--- src/rtl/simple_if_bus_if.sv ---
// Interface bundling the driver, consumer and checker signals of simple_if_bus.
// Optional parity signals exist only when SIMPLE_IF_PARITY_EN is defined.
interface simple_if_bus_if #(
  parameter int unsigned DW    = 8,
  parameter int unsigned CNT_W = 8
);
  // driver side
  logic             drv_we;
  logic [DW-1:0]    drv_data;
  logic             drv_valid;
  // channel registers and consumer view
  logic [DW-1:0]    bus_data;
  logic             bus_valid;
  logic [DW-1:0]    cap_data;
  logic             cap_valid;
  // checker
  logic             chk_en;
  logic [DW-1:0]    exp_data;
  logic             exp_valid;
  logic             chk_done;
  logic             chk_fail;
  logic             fail_seen;
  logic [CNT_W-1:0] pass_cnt;
  logic [CNT_W-1:0] fail_cnt;
`ifdef SIMPLE_IF_PARITY_EN
  logic             bus_par;
  logic             exp_par;
`endif

  // producer / test side: drives strobes and expectations
  modport master (
    output drv_we, drv_data, drv_valid,
    output chk_en, exp_data, exp_valid,
`ifdef SIMPLE_IF_PARITY_EN
    output exp_par,
    input  bus_par,
`endif
    input  bus_data, bus_valid, cap_data, cap_valid,
    input  chk_done, chk_fail, fail_seen, pass_cnt, fail_cnt
  );

  // channel / monitor side
  modport slave (
    input  drv_we, drv_data, drv_valid,
    input  chk_en, exp_data, exp_valid,
`ifdef SIMPLE_IF_PARITY_EN
    input  exp_par,
    output bus_par,
`endif
    output bus_data, bus_valid, cap_data, cap_valid,
    output chk_done, chk_fail, fail_seen, pass_cnt, fail_cnt
  );
endinterface

--- src/rtl/simple_if_bus.sv ---
// simple_if_bus: registered data/valid channel with a built-in checker.
// Driver writes load bus_data/bus_valid together; consumers see a zero-latency
// copy. A check request compares the current channel value against an
// expected value and reports a one-cycle done/fail pulse plus saturating
// pass/fail counters and a sticky fail flag.
// Optional feature macro: SIMPLE_IF_PARITY_EN (adds registered bus_par and
// an exp_par comparison).
module simple_if_bus #(
  parameter int unsigned DW    = 8,
  parameter int unsigned CNT_W = 8
) (
  input  logic             clk,
  input  logic             rst,
  simple_if_bus_if.slave   bus
);

  logic [DW-1:0]    bus_data_q,  bus_data_d;
  logic             bus_valid_q, bus_valid_d;
  logic             chk_done_q,  chk_done_d;
  logic             chk_fail_q,  chk_fail_d;
  logic             fail_seen_q, fail_seen_d;
  logic [CNT_W-1:0] pass_cnt_q,  pass_cnt_d;
  logic [CNT_W-1:0] fail_cnt_q,  fail_cnt_d;
  logic             mismatch;
`ifdef SIMPLE_IF_PARITY_EN
  logic             bus_par_q,   bus_par_d;
`endif

  // Channel registers: both fields (and parity) load as one unit on drv_we.
  always_comb begin
    bus_data_d  = bus_data_q;
    bus_valid_d = bus_valid_q;
`ifdef SIMPLE_IF_PARITY_EN
    bus_par_d   = bus_par_q;
`endif
    if (bus.drv_we) begin
      bus_data_d  = bus.drv_data;
      bus_valid_d = bus.drv_valid;
`ifdef SIMPLE_IF_PARITY_EN
      bus_par_d   = ^{bus.drv_valid, bus.drv_data};
`endif
    end
  end

  // Compare the pre-edge channel value, so a same-cycle write is not seen.
  always_comb begin
    mismatch = (bus_data_q != bus.exp_data) || (bus_valid_q != bus.exp_valid);
`ifdef SIMPLE_IF_PARITY_EN
    mismatch = mismatch || (bus_par_q != bus.exp_par);
`endif
  end

  // Checker result pulses, sticky fail flag and saturating counters.
  always_comb begin
    chk_done_d  = 1'b0;
    chk_fail_d  = 1'b0;
    fail_seen_d = fail_seen_q;
    pass_cnt_d  = pass_cnt_q;
    fail_cnt_d  = fail_cnt_q;
    if (bus.chk_en) begin
      chk_done_d = 1'b1;
      if (mismatch) begin
        chk_fail_d  = 1'b1;
        fail_seen_d = 1'b1;
        if (fail_cnt_q != '1) fail_cnt_d = fail_cnt_q + CNT_W'(1);
      end else begin
        if (pass_cnt_q != '1) pass_cnt_d = pass_cnt_q + CNT_W'(1);
      end
    end
  end

  // State registers; reset overrides any write or check in the same cycle.
  always_ff @(posedge clk) begin
    if (rst) begin
      bus_data_q  <= '0;
      bus_valid_q <= 1'b0;
      chk_done_q  <= 1'b0;
      chk_fail_q  <= 1'b0;
      fail_seen_q <= 1'b0;
      pass_cnt_q  <= '0;
      fail_cnt_q  <= '0;
`ifdef SIMPLE_IF_PARITY_EN
      bus_par_q   <= 1'b0;
`endif
    end else begin
      bus_data_q  <= bus_data_d;
      bus_valid_q <= bus_valid_d;
      chk_done_q  <= chk_done_d;
      chk_fail_q  <= chk_fail_d;
      fail_seen_q <= fail_seen_d;
      pass_cnt_q  <= pass_cnt_d;
      fail_cnt_q  <= fail_cnt_d;
`ifdef SIMPLE_IF_PARITY_EN
      bus_par_q   <= bus_par_d;
`endif
    end
  end

  assign bus.bus_data  = bus_data_q;
  assign bus.bus_valid = bus_valid_q;
  assign bus.cap_data  = bus_data_q;
  assign bus.cap_valid = bus_valid_q;
  assign bus.chk_done  = chk_done_q;
  assign bus.chk_fail  = chk_fail_q;
  assign bus.fail_seen = fail_seen_q;
  assign bus.pass_cnt  = pass_cnt_q;
  assign bus.fail_cnt  = fail_cnt_q;
`ifdef SIMPLE_IF_PARITY_EN
  assign bus.bus_par   = bus_par_q;
`endif

endmodule

--- src/flat_wrapper.sv ---
// flat-port wrapper written by rule: the top's interface ports become plain ports
module simple_if_bus_flat 
#(
  parameter int unsigned DW    = 8,
  parameter int unsigned CNT_W = 8
)
  (clk, rst, bus_drv_we, bus_drv_data, bus_drv_valid, bus_chk_en, bus_exp_data, bus_exp_valid, bus_bus_data, bus_bus_valid, bus_cap_data, bus_cap_valid, bus_chk_done, bus_chk_fail, bus_fail_seen, bus_pass_cnt, bus_fail_cnt);
  simple_if_bus_if #(.DW(DW), .CNT_W(CNT_W)) bus_i ();
  input  logic clk;
  input  logic rst;
  input wire logic [$bits(bus_i.drv_we)-1:0] bus_drv_we;
  input wire logic [$bits(bus_i.drv_data)-1:0] bus_drv_data;
  input wire logic [$bits(bus_i.drv_valid)-1:0] bus_drv_valid;
  input wire logic [$bits(bus_i.chk_en)-1:0] bus_chk_en;
  input wire logic [$bits(bus_i.exp_data)-1:0] bus_exp_data;
  input wire logic [$bits(bus_i.exp_valid)-1:0] bus_exp_valid;
  output wire logic [$bits(bus_i.bus_data)-1:0] bus_bus_data;
  output wire logic [$bits(bus_i.bus_valid)-1:0] bus_bus_valid;
  output wire logic [$bits(bus_i.cap_data)-1:0] bus_cap_data;
  output wire logic [$bits(bus_i.cap_valid)-1:0] bus_cap_valid;
  output wire logic [$bits(bus_i.chk_done)-1:0] bus_chk_done;
  output wire logic [$bits(bus_i.chk_fail)-1:0] bus_chk_fail;
  output wire logic [$bits(bus_i.fail_seen)-1:0] bus_fail_seen;
  output wire logic [$bits(bus_i.pass_cnt)-1:0] bus_pass_cnt;
  output wire logic [$bits(bus_i.fail_cnt)-1:0] bus_fail_cnt;
  assign bus_i.drv_we = bus_drv_we;
  assign bus_i.drv_data = bus_drv_data;
  assign bus_i.drv_valid = bus_drv_valid;
  assign bus_i.chk_en = bus_chk_en;
  assign bus_i.exp_data = bus_exp_data;
  assign bus_i.exp_valid = bus_exp_valid;
  assign bus_bus_data = bus_i.bus_data;
  assign bus_bus_valid = bus_i.bus_valid;
  assign bus_cap_data = bus_i.cap_data;
  assign bus_cap_valid = bus_i.cap_valid;
  assign bus_chk_done = bus_i.chk_done;
  assign bus_chk_fail = bus_i.chk_fail;
  assign bus_fail_seen = bus_i.fail_seen;
  assign bus_pass_cnt = bus_i.pass_cnt;
  assign bus_fail_cnt = bus_i.fail_cnt;
  simple_if_bus #(.DW(DW), .CNT_W(CNT_W)) u_core (.clk(clk), .rst(rst), .bus(bus_i));
endmodule
--- config.mk ---
export PLATFORM = sky130hd
export DESIGN_NAME = simple_if_bus_flat
export DESIGN_NICKNAME = d
export VERILOG_FILES = /design/src/rtl/simple_if_bus_if.sv /design/src/rtl/simple_if_bus.sv /design/src/flat_wrapper.sv
export SDC_FILE = /design/constraint.sdc
export NUM_CORES = 1
export LEC_CHECK = 0
export CORE_MARGIN = 10
export CORE_UTILIZATION = 45
export DETAILED_ROUTE_END_ITERATION = 10
export PLACE_DENSITY = 0.84
export SYNTH_ARGS = -nofsm -noshare
export SYNTH_HDL_FRONTEND = slang
export SYNTH_SLANG_ARGS = --single-unit
--- constraint.sdc ---
create_clock -name clk -period 3.3 [get_ports clk]
set_clock_uncertainty 0.2 [all_clocks]
set_input_delay 0.66 -clock clk [delete_from_list [all_inputs] [get_ports clk]]
set_output_delay 0.66 -clock clk [all_outputs]
set_load 0.02 [all_outputs]
==> results of run 1 <==
metrics by stage:
stage	instance area [sq um]	hold WS (ns)	setup WS, ns	cells	utilization [%]
2_1_floorplan	1420	0.322	1.24	161	-
3_3_place_gp	1970	0.246	0.667	250	65.2
3_5_place_dp	1970	0.252	0.590	250	65.2
4_1_cts	2010	0.271	0.945	254	66.4
5_1_grt	2010	0.304	0.849	254	66.4
6_report	2010	0.265	0.951	254	66.4
layer usage:
| layer | up-vias | global-route usage [%] | part of all wire, % |
|---|---|---|---|
| li1 | 661 | - | - |
| met1 | 611 | 12.5 | 40 |
| met2 | 45 | 20.7 | 48 |
| met3 | 5 | 5.31 | 10 |
| met4 | 0 | 5.76 | 1.9 |
| met5 | - | 0 | 0 |
where the power goes:
group	total, mW	leakage, nW	internal [mW]	switching, mW
combinational	0.138	0.463	0.0736	0.0640
sequential	0.361	0.229	0.349	0.0120
clock	0.168	0.0210	0.0677	0.101
area by class of cell:
type	count	area, sq um	share of cell area [%]
multi-input cells	115	752	37.4
repair buffers	60	596	29.6
flip-flops and latches	28	561	27.9
well taps	44	55.1	2.74
clock buffers	4	36.3	1.80
inverters	3	11.3	0.560
worst paths after layout:
path / from / end / cells past startpoint
worst max-delay path: u_core.bus.fail_cnt[5] / bus_fail_cnt[5] / 1
worst min-delay path: u_core.bus.fail_seen / u_core.bus.fail_seen / 2
worst max register to register: u_core.bus.pass_cnt[0] / u_core.bus.pass_cnt[5] / 6
worst min register to register: u_core.bus.fail_seen / u_core.bus.fail_seen / 2
state kept, by name, indices dropped and copies added, names as in the netlist:
name	cells
u_core.bus.bus_data	8
u_core.bus.fail_cnt	8
u_core.bus.pass_cnt	8
u_core.bus.bus_valid	1
u_core.bus.chk_done	1
u_core.bus.chk_fail	1
u_core.bus.fail_seen	1
logic make-up after synthesis:
group,Yosys count,share of synthesized area [%]
AND/OR/NAND/NOR,68,25.8
flip-flops,28,39.4
AO/OA/AOI/OAI,23,10.6
buffers and inverters,18,7.74
multiplexers,12,8.62
XOR/XNOR,10,6.16
adder cells (fa/ha/maj),2,1.76
synth_stat cells:
cell	n	share of area, %
and4_1	2	1.2
buf_4	9	4.7
nand4b_1	2	1.2
and3_1	5	2.2
nand2_1	9	2.4
o31a_1	1	0.62
nor3_1	6	2.1
nor4_1	1	0.44
dfxtp_1	28	39
o21ai_0	5	1.8
buf_6	1	0.79
mux2_1	2	1.6
clkbuf_1	4	1.1
nand2b_1	2	0.88
a31oi_1	3	1.3
nor4b_1	1	0.62
and4_4	1	0.79
ha_1	2	1.8
o31ai_4	1	1.5
inv_1	3	0.79
and2_1	2	0.88
o31ai_1	2	1.1
a211oi_1	1	0.53
nand4_1	4	1.8
a41oi_1	1	0.62
nor2_1	17	4.5
and2_4	1	0.62
nand3_1	7	2.5
a21oi_1	9	3.2
or3_1	3	1.3
buf_2	1	0.35
or4_1	2	1.1
mux2i_1	10	7.0
xnor2_1	10	6.2
nor2b_1	3	1.3
tightest hold or removal path: cells and delay by family (launching register included):
kind	cells	cell delay (ns)
DFF	1	0.34
AOI/OAI and AO/OA	1	0.05
buffers and inverters	1	0.05
==> results.cfg, run 1 <==
[run_status]
run_status = complete, no violations

[drt]
ant_nets = 0
num_vias = 1322
dr.first_iter.drc_count = 155
via_per_inst = 5.20
drc_errors = 0
routedWlPerCell_microns = 14.8
routed_wl_microns = 3770
dr.pass1.iters = 4

[sta]
worst_pin_slew_ns = 0.602
min_period_over_period_pct = 71.2
rsz0062_at_grt = no
fmax_mhz = 426
finalSetupViolations = 0
maxSlewViolCount = 0
final_hold_viol_count = 0
period_needed_ns = 2.35
max_slew_margin_pct = 59.8
tns_ns = 0

[run]
cap_violations = 0

[critical_path]
critPathBufInv = 1
crit_required_ns = 2.44
crit_type = reg -> out
crit_slowest_cell = clkdlybuf4s50_1
crit_fanout = 8
rrSetupSlack_ns = 1.30
crit_chain = clkdlybuf4s50_1
critPathCaptureType = output pin
critical-path-max-stage-delay_ns = 0.66
crit_arrival_ns = 1.49
cp-start-kind = flip-flop
critPathTopFamily = buffers and inverters

[grt]
grt_pass1_vias = 1362
gr-total-overflow = 0
track_usage_pct = 12.2
grt_pass1_wl_microns = 6070
grt_max_degree = 19
antenna_found_initial = 0

[clock_network]
cts_buffers = 3
cts_buffer_depth = 2
cts_resized = 0
cts-hold-fix-buffers = 0
clkSlewWorstSetupHoldPaths_ns = 0.14
postCtsSetupBuffers = 0
cts_tree = yes
cts.sinks = 28
insertion_delay_ns = 0.33
clock-root-buffer = clkbuf_4
htree_levels = 1

[final_layout]
final_common_cell = clkdlybuf4s50_1
final_cell_mix = clkdlybuf4s50_1 (58), dfxtp_1 (28), nor2_1 (17)
nets = 235
drive_above_1_share_pct = 4.29
antenna_cells = 0
fill_cells = 254
area_delta_synth_final_pct = 41.3

[synth]
yosys_warnings = 0
synth-seq-cells = 28
synth_nets = 185
syn_area_per_cell_sq_um = 8.84
syn-cell-area_sq_mm = 0.00142
synthesis.instances = 161
synthDistinctLibCells = 35
yosysSeqAreaShare_pct = 39.4

[place]
dpl.hpwl_microns = 2980
port-buffer-count = 58
routabilityCongestion = 0.817

[die]
core_sq_mm = 0.00303
die_x_microns = 76.2
initial_core_util_pct = 47.0
io_pins = 59
dieArea_sq_mm = 0.00581
die_height_microns = 76.2
rows = 20

[power]
power.total_uw = 667
power.leakage_nw = 0.713
p_per_area_mw_per_mm2 = 332
ir_drop_uv = 201

[min_path]
hp-class = reg -> reg
Power figures use the tool's default switching activity.
==> run 2: changes to the inputs <==
Settings changed: CORE_UTILIZATION 45 to 38, PLACE_DENSITY 0.84 to 0.75.
Clock period 3.3 ns to 2.1 ns, I/O delays scaled along.
==> results.cfg, run 2 (same netlist as run 1, synthesis figures left out) <==
[run_status]
run_status = complete, no violations

[place]
port-buffer-count = 58
routabilityCongestion = 0.794
dpl.hpwl_microns = 2880
dpl_cell_area_sq_mm = 0.00208
dp_cells = 267

[critical_path]
crit_chain = clkdlybuf4s50_1 > xnor2_1 > and3_1 > nand4_1 > or3_1 > a21oi_1
crit_arrival_ns = 2.06
worstSetupStartpoint = bus_exp_data[3]
crit_slowest_cell = clkdlybuf4s50_1
endpoint = u_core.bus.pass_cnt[5]
crit_type = in -> reg
crit_fanout = 7
critPathCaptureType = flip-flop
critical-path-max-stage-delay_ns = 0.47
rrSetupSlack_ns = 0.14
critPathBufInv = 1
crit_cells = 6
critPathTopFamily = simple AND/OR/NAND/NOR gates
cp-start-kind = input pin
r2r-start = u_core.bus.pass_cnt[0]
crit_required_ns = 2.10
reg2reg_depth = 6
rr_endpoint = u_core.bus.pass_cnt[5]

[sta]
fmax_mhz = 486
tns_ns = 0
period_needed_ns = 2.06
maxSlewViolCount = 0
worst_pin_slew_ns = 0.275
final_hold_viol_count = 0
finalSetupViolations = 0
max_slew_margin_pct = 81.4
min_period_over_period_pct = 98.1

[power]
combPwrFrac_pct = 21.8
power.leakage_nw = 0.822
p_seq_share_pct = 51.6
p_int_uw = 813
p_clk_share_pct = 26.6
power.switching_uw = 286
power.total_mw = 1.10
p_per_area_mw_per_mm2 = 509
ir_drop_uv = 259
switching_share_pct = 26.0

[clock_network]
htree_levels = 1
cts_buffer_depth = 2
clkSlewWorstSetupHoldPaths_ns = 0.09
cts_buffers = 3
cts-hold-fix-buffers = 0
clock-root-buffer = clkbuf_8
cts.sinks = 28
insertion_delay_ns = 0.27
cts_tree = yes

[drt]
dr.first_iter.drc_count = 52
dr.pass1.iters = 4
via_per_inst = 4.94
routed_wl_microns = 3630
drc_errors = 0
num_vias = 1338
routedWlPerCell_microns = 13.4
ant_nets = 0

[die]
io_pins = 59
core_sq_mm = 0.00363
die_x_microns = 81.2
dieArea_sq_mm = 0.00659
initial_core_util_pct = 39.2
rows = 22
die_height_microns = 81.2

[final_layout]
final_cell_mix = clkdlybuf4s50_1 (55), dfxtp_1 (28), nor2_1 (17)
antenna_cells = 0
fin_cells = 271
final_common_cell = clkdlybuf4s50_1
area_delta_synth_final_pct = 51.8
finalInstanceArea_sq_mm = 0.00216
nets = 249
drive_above_1_share_pct = 11.7
finish.utilization_pct = 59.4

[grt]
grt_max_degree = 16
antenna_found_initial = 0
track_usage_pct = 11.1
grt_pass1_vias = 1343
grt_pass1_wl_microns = 5880
gr-total-overflow = 0

[min_path]
hp-class = reg -> reg

[run]
cap_violations = 0
[run 2: cell count changes in the layout (fill, tap and decap cells not counted), sizes merged]
| cell | before | now |
|---|---|---|
| buf | 2 | 16 |
| clkdlybuf4s50 | 58 | 55 |
| dlymetal6s2s | 0 | 3 |
| clkbuf | 4 | 3 |
[run 2: how the worst min path moves through the flow]
stage | startpoint | endpoint | slack (ns) | depth (start not counted)
floorplan | u_core.bus.fail_seen | u_core.bus.fail_seen | 0.32 | 2
global placement | u_core.bus.fail_seen | u_core.bus.fail_seen | 0.23 | 2
detailed placement | u_core.bus.fail_seen | u_core.bus.fail_seen | 0.25 | 2
CTS | u_core.bus.fail_seen | u_core.bus.fail_seen | 0.26 | 2
global route | u_core.bus.fail_seen | u_core.bus.fail_seen | 0.28 | 2
finish | u_core.bus.fail_seen | u_core.bus.fail_seen | 0.26 | 2
[run 2: area by class of cell]
type,count,area [sq um]
Fill cell,346,1470
Multi-Input combinational cell,115,778
Timing Repair Buffer,74,708
Sequential cell,28,561
Tap cell,48,60.1
Clock buffer,3,41.3
Inverter,3,11.3
[run 2: repair_timing]
action,in CTS,in global routing
endpoints found under the setup margin,0,6
resized for setup,0,7
buffers inserted,0,1
[run 2: power groups by stage]
| stage | Clock [mW] | Sequential (mW) | Combinational [mW] |
|---|---|---|---|
| 2_1_floorplan | 0 | 0.598 | 0.0988 |
| 3_3_place_gp | 0 | 0.578 | 0.233 |
| 3_5_place_dp | 0 | 0.579 | 0.235 |
| 4_1_cts | 0.297 | 0.566 | 0.237 |
| 5_1_grt | 0.315 | 0.571 | 0.259 |
| 6_report | 0.292 | 0.567 | 0.240 |
[run 2: per-stage QoR]
stage	hold WS (ns)	setup slack [ns]
4_1_cts	0.265	0.0481
6_report	0.262	0.0404
5_1_grt	0.284	-0.0263
3_3_place_gp	0.233	-0.184
3_5_place_dp	0.252	-0.238
2_1_floorplan	0.322	0.172
[run 2: worst reg2reg max path: stages (launching register included)]
cell	delay, ns
dfxtp_1	0.35
ha_1	0.22
nand3_1	0.13
o31a_1	0.18
nand4_1	0.24
or3_1	0.39
a21oi_1	0.18
[run 2: layer usage]
metal / track usage, % / part of all wire, % / vias up
met5: 0 / 0 / -
met4: 4.67 / 1.5 / 0
met3: 5.52 / 11 / 4
met2: 18.2 / 47 / 39
met1: 12.0 / 41 / 607
li1: - / - / 688
==> run 3: changes to the inputs <==
Settings changed: ABC_CLOCK_PERIOD_IN_PS set to 2100.
==> results of run 3 <==
No change in the layout: final DEF, timing and power equal those of run 2.
